File: src/rtl/hci_dm_cfg_sequencer.sv
// Periph-bus master that programs one HCI datamover job per descriptor:
// acquire, eleven job-register writes, trigger, then status polling until idle.
module hci_dm_cfg_sequencer #(
    parameter int unsigned          ID_PERIPH        = 2,
    parameter logic [ID_PERIPH-1:0] MY_ID            = '0,
    parameter logic [31:0]          REG_TRIGGER_OFFS = 32'h00,
    parameter logic [31:0]          REG_ACQUIRE_OFFS = 32'h04,
    parameter logic [31:0]          REG_STATUS_OFFS  = 32'h0C,
    parameter logic [31:0]          REG_JOB_OFFS     = 32'h40,
    parameter int unsigned          POLL_GAP         = 8
) (
    input  logic                 clk_i,
    input  logic                 rst_i,
    input  logic                 desc_valid_i,
    output logic                 desc_ready_o,
    input  logic [31:0]          desc_base_i,
    input  logic [10:0][31:0]    desc_words_i,
    output logic                 busy_o,
    output logic                 done_o,
    output logic [31:0]          job_id_o,
    output logic                 periph_req_o,
    input  logic                 periph_gnt_i,
    output logic [31:0]          periph_add_o,
    output logic                 periph_wen_o,
    output logic [3:0]           periph_be_o,
    output logic [31:0]          periph_data_o,
    output logic [ID_PERIPH-1:0] periph_id_o,
    input  logic [31:0]          periph_r_data_i,
    input  logic                 periph_r_valid_i,
    input  logic [ID_PERIPH-1:0] periph_r_id_i
);
    localparam int unsigned   NWORDS     = 11;
    localparam logic [3:0]    LAST_K     = 4'(NWORDS - 1);
    localparam int unsigned   CW         = (POLL_GAP > 1) ? $clog2(POLL_GAP) : 1;
    localparam logic [CW-1:0] GAP_RELOAD = CW'(POLL_GAP - 1);

    typedef enum logic [2:0] {
        S_IDLE,
        S_ACQ,
        S_ACQ_WAIT,
        S_JOB,
        S_TRIG,
        S_POLL_WAIT,
        S_STAT,
        S_DONE
    } state_e;

    state_e                  state_q;
    logic [3:0]              k_q;
    logic [CW-1:0]           gap_q;
    logic [31:0]             base_q;
    logic [10:0][31:0]       words_q;
    logic                    req_q;
    logic [31:0]             add_q;
    logic                    wen_q;
    logic [3:0]              be_q;
    logic [31:0]             data_q;
    logic                    wait_rsp_q;
    logic                    ready_q;
    logic                    busy_q;
    logic                    done_q;
    logic [31:0]             job_id_q;

    logic                    rsp_ok;
    logic [3:0]              k_d;
    logic [31:0]             job_add_d;

    // wait_rsp_q only rises after the grant edge, so a response coincident with the grant is never taken
    assign rsp_ok    = wait_rsp_q && periph_r_valid_i && (periph_r_id_i == MY_ID);
    assign k_d       = k_q + 4'd1;
    assign job_add_d = base_q + REG_JOB_OFFS + {26'd0, k_d, 2'b00};

    always_ff @(posedge clk_i) begin
        if (rst_i) begin
            state_q    <= S_IDLE;
            k_q        <= '0;
            gap_q      <= '0;
            base_q     <= '0;
            words_q    <= '0;
            req_q      <= 1'b0;
            add_q      <= '0;
            wen_q      <= 1'b1;
            be_q       <= '0;
            data_q     <= '0;
            wait_rsp_q <= 1'b0;
            ready_q    <= 1'b1;
            busy_q     <= 1'b0;
            done_q     <= 1'b0;
            job_id_q   <= '0;
        end else begin
            if (req_q && periph_gnt_i) begin
                req_q      <= 1'b0;
                be_q       <= '0;
                wait_rsp_q <= 1'b1;
            end
            if (rsp_ok) begin
                wait_rsp_q <= 1'b0;
            end

            case (state_q)
                S_IDLE: begin
                    if (desc_valid_i && ready_q) begin
                        base_q  <= desc_base_i;
                        words_q <= desc_words_i;
                        ready_q <= 1'b0;
                        busy_q  <= 1'b1;
                        req_q   <= 1'b1;
                        be_q    <= 4'hF;
                        wen_q   <= 1'b1;
                        add_q   <= desc_base_i + REG_ACQUIRE_OFFS;
                        data_q  <= '0;
                        state_q <= S_ACQ;
                    end
                end
                S_ACQ: begin
                    if (rsp_ok) begin
                        // bit 31 set means the datamover is still owned by another master
                        if (periph_r_data_i[31]) begin
                            gap_q   <= GAP_RELOAD;
                            state_q <= S_ACQ_WAIT;
                        end else begin
                            job_id_q <= periph_r_data_i;
                            k_q      <= '0;
                            req_q    <= 1'b1;
                            be_q     <= 4'hF;
                            wen_q    <= 1'b0;
                            add_q    <= base_q + REG_JOB_OFFS;
                            data_q   <= words_q[0];
                            state_q  <= S_JOB;
                        end
                    end
                end
                S_ACQ_WAIT: begin
                    if (gap_q == '0) begin
                        req_q   <= 1'b1;
                        be_q    <= 4'hF;
                        wen_q   <= 1'b1;
                        add_q   <= base_q + REG_ACQUIRE_OFFS;
                        state_q <= S_ACQ;
                    end else begin
                        gap_q <= gap_q - CW'(1);
                    end
                end
                S_JOB: begin
                    if (rsp_ok) begin
                        req_q <= 1'b1;
                        be_q  <= 4'hF;
                        if (k_q == LAST_K) begin
                            add_q   <= base_q + REG_TRIGGER_OFFS;
                            data_q  <= '0;
                            state_q <= S_TRIG;
                        end else begin
                            k_q    <= k_d;
                            add_q  <= job_add_d;
                            data_q <= words_q[k_d];
                        end
                    end
                end
                S_TRIG: begin
                    if (rsp_ok) begin
                        gap_q   <= GAP_RELOAD;
                        state_q <= S_POLL_WAIT;
                    end
                end
                S_POLL_WAIT: begin
                    if (gap_q == '0) begin
                        req_q   <= 1'b1;
                        be_q    <= 4'hF;
                        wen_q   <= 1'b1;
                        add_q   <= base_q + REG_STATUS_OFFS;
                        state_q <= S_STAT;
                    end else begin
                        gap_q <= gap_q - CW'(1);
                    end
                end
                S_STAT: begin
                    if (rsp_ok) begin
                        if (periph_r_data_i[0]) begin
                            gap_q   <= GAP_RELOAD;
                            state_q <= S_POLL_WAIT;
                        end else begin
                            done_q  <= 1'b1;
                            state_q <= S_DONE;
                        end
                    end
                end
                S_DONE: begin
                    done_q  <= 1'b0;
                    busy_q  <= 1'b0;
                    ready_q <= 1'b1;
                    state_q <= S_IDLE;
                end
                default: begin
                    state_q <= S_IDLE;
                end
            endcase
        end
    end

    assign desc_ready_o  = ready_q;
    assign busy_o        = busy_q;
    assign done_o        = done_q;
    assign job_id_o      = job_id_q;
    assign periph_req_o  = req_q;
    assign periph_add_o  = add_q;
    assign periph_wen_o  = wen_q;
    assign periph_be_o   = be_q;
    assign periph_data_o = data_q;
    assign periph_id_o   = MY_ID;

endmodule

File: config.mk
export PLATFORM = sky130hd
export DESIGN_NAME = hci_dm_cfg_sequencer
export DESIGN_NICKNAME = d
export VERILOG_FILES = /design/src/rtl/hci_dm_cfg_sequencer.sv
export SDC_FILE = /design/constraint.sdc
export NUM_CORES = 1
export LEC_CHECK = 0
export BUFFER_PORTS_ARGS = -buffer_cell sky130_fd_sc_hd__buf_2
export CAP_MARGIN = 20
export CORE_UTILIZATION = 51
export DETAILED_ROUTE_END_ITERATION = 12
export HOLD_SLACK_MARGIN = 0.05
export PLACE_DENSITY = 0.76
export SYNTH_ARGS = -nofsm -noshare
export SYNTH_HDL_FRONTEND = slang
export SYNTH_SLANG_ARGS = --single-unit
File: constraint.sdc
create_clock -name clk_i -period 11.2 [get_ports clk_i]
set_input_delay 2.24 -clock clk_i [delete_from_list [all_inputs] [get_ports clk_i]]
set_output_delay 2.24 -clock clk_i [all_outputs]
set_load 0.01 [all_outputs]
==> impl_metrics.json <==
{
  "n_fill_cell": 4106,
  "cp-start-kind": "primary input",
  "dieArea_sq_mm": 0.0476,
  "place_inst": 3978,
  "clock.fmax_mhz": 171,
  "ys_types": 76,
  "core_area_sq_mm": 0.0458,
  "clk-insertion-delay-late_ns": 0.62,
  "grt_max_degree": 239,
  "dpl-instance-area_sq_mm": 0.0265,
  "place_hpwl_um": 56000,
  "rsz0062_at_grt": "false",
  "clock_path_buffers": 3,
  "finClkSkew_ns": 0.0384,
  "min_period_over_period_pct": 52.3,
  "row_count": 78,
  "drive_gt1_share_pct": 21.2,
  "cap_viol_max_count": 0,
  "power_mw": 6.44,
  "grt_pass1_vias": 21400,
  "drt.antenna.violating_nets": 0,
  "firstDrtPassIters": 5,
  "worst_setup_path_end_kind": "flop",
  "cts_buffers": 52,
  "relSlewSlack_pct": 16.9,
  "cp.required_ns": 11.72,
  "drt_iter0_drc": 2405,
  "grt_pass1_wl_um": 121000,
  "synth-seq-area-share_pct": 41.9,
  "final_hold_viol_count": 0,
  "post_cts_buffers": 0,
  "holdBufCountCts": 0,
  "synth_top_area_cell": "dfxtp_1",
  "min_path_type": "reg -> reg",
  "antenna_found_initial": 14,
  "powerDensity_mw_per_mm2": 227,
  "critPathKind": "in -> reg",
  "utilization_pct": 61.9,
  "vdd_ir_drop_max_mv": 0.270,
  "netlist_area_sq_mm": 0.0238,
  "post_cts_resized": 0,
  "tns_ns": 0,
  "synth_edf_count": 0,
  "final_cells": 4083,
  "ys.flop_type": "dfxtp_1",
  "synth_seq_cells": 499,
  "slew_viol_final": 0,
  "cellLeakagePower_nw": 11.1,
  "yosys_warnings": 0,
  "syn_avg_cell_area_sq_um": 7.72,
  "cts_tree": "built",
  "h-tree-depth": 2,
  "arrival_ns": 6.37,
  "syn_inst": 3087,
  "portBuffers": 526,
  "synth.top_cell.area_share_pct": 41.9,
  "area_growth_syn_to_layout_pct": 18.9,
  "vias": 23800,
  "ios": 530,
  "place_congestion": 0.954,
  "synth_area_leaders": "dfxtp_1, nand2_1, a21oi_1",
  "wl_per_cell_um": 19.7,
  "drt_wl_total_um": 80500,
  "outcome": "completed",
  "fin_crit_ns": 5.86,
  "clkSinkCount": 499,
  "clkTransAtPathRegs_ns": 0.07,
  "ys_async_sr_fraction_pct": 0,
  "viasPerCell": 5.83,
  "start_util_pct": 52.1,
  "final_area_sq_mm": 0.0284,
  "die_w_um": 218,
  "fin_nets": 3871,
  "grt-ovfl-total": 0,
  "track_usage_pct": 32.6,
  "drc": 0,
  "die_h_um": 218,
  "cts-root-buf": "clkbuf_16",
  "worst_pin_slew_ns": 1.25,
  "path_max_fanout": 88,
  "setup_viol": 0
}
[per-layer routing]
layer  track usage, %  up-vias  part of all wire, %
li1                 -    11300                    -
met2             52.2     1163                   47
met1             44.1    11200                   41
met3             5.21      162                  8.8
met4             12.6       10                  3.3
met5                0        -                0.087
[flip-flops by register name (all words and copies together) (netlist names)]
register and flops:
done_o 1, gap_q 3, periph_add_o 32, words_q 352, periph_be_o 4, periph_data_o 32
base_q 32, wait_rsp_q 1, periph_wen_o 1, k_q 4, busy_o 1, state_q 3
job_id_o 31, periph_req_o 1, desc_ready_o 1
[worst paths after layout]
kind                                        from               end  slack [ns]  cells after the start
worst min register to register      job_id_o[11]      job_id_o[11]        0.45                      2
worst max register to register            k_q[0]  periph_add_o[27]        5.75                     12
worst min-delay path                job_id_o[11]      job_id_o[11]        0.45                      2
worst max-delay path            periph_r_id_i[0]      words_q[350]        5.34                     11
[synth_stat cells, types with 9 or more instances]
cell	count
a211oi_1	17
a21oi_1	484
a221oi_1	27
a22oi_1	20
a311oi_1	11
a31oi_1	23
and2_1	9
buf_1	21
clkbuf_1	227
dfxtp_1	499
ha_1	13
inv_1	15
mux2i_1	49
mux4_2	64
nand2_1	967
nand3_1	81
nand4_1	25
nor2_1	127
nor3_1	47
nor4_1	14
o211ai_1	10
o21ai_0	111
or3_1	12
xnor2_1	38
xor2_1	44
[cell families after synthesis]
logic type | share of synthesized area [%]
other cells | 0.0157
simple gates | 23.6
compound gates | 17.8
buf+inv | 4.58
flops | 41.9
fa+ha+maj | 0.850
xor+xnor | 3.01
mux | 8.20
[worst max-delay path: stages]
cell and delay [ns]:
buf_2 0.09, nand4bb_1 0.32, a21oi_1 0.12, a211oi_1 0.47, a21oi_4 0.03, buf_4 0.31, nand2_4 0.75, buf_4 0.83
buf_4 0.72, nand2_1 0.14, a21oi_1 0.21
[through the flow]
stage | worst slack [ns] | hold slack [ns]
2_1_floorplan | 5.96 | 0.433
3_3_place_gp | 4.82 | 0.439
3_5_place_dp | 4.77 | 0.445
4_1_cts | 5.41 | 0.453
5_1_grt | 5.07 | 0.464
6_report | 5.34 | 0.450
[layout by cell type (no fill, tap or decap), types with 13 or more instances in the layout]
master,n
xnor2_1,36
a21oi_1,483
xor2_1,44
nand2_1,966
nor3_1,46
o21ai_0,111
a31oi_1,23
a22oi_1,20
mux2i_1,49
nand4_1,25
clkbuf_8,14
buf_2,525
nor4_1,13
dfxtp_1,498
nor2_1,125
buf_4,25
inv_1,14
a211oi_1,17
clkbuf_16,53
nand3_1,81
mux4_2,64
clkbuf_1,14
a221oi_1,27
[final cells by class]
cell class | instances | area, sq um | share of cell area (%)
diodes | 7 | 17.5 | 0.0618
clock buffers | 81 | 1570 | 5.54
clock inverters | 16 | 226 | 0.799
inverters | 17 | 63.8 | 0.225
multi-input cells | 2309 | 12800 | 45.3
flip-flops and latches | 499 | 9990 | 35.2
well taps | 600 | 751 | 2.65
repair buffers | 554 | 2890 | 10.2
[power by group]
part	leakage (nW)	internal, mW	total (mW)	switching (mW)
registers	4.08	2.19	2.50	0.317
logic	6.17	0.728	2.14	1.41
clock network	0.881	1.06	1.80	0.737
total	11.1	3.97	6.44	2.47
Note: power is estimated with default switching activity, not from simulation.
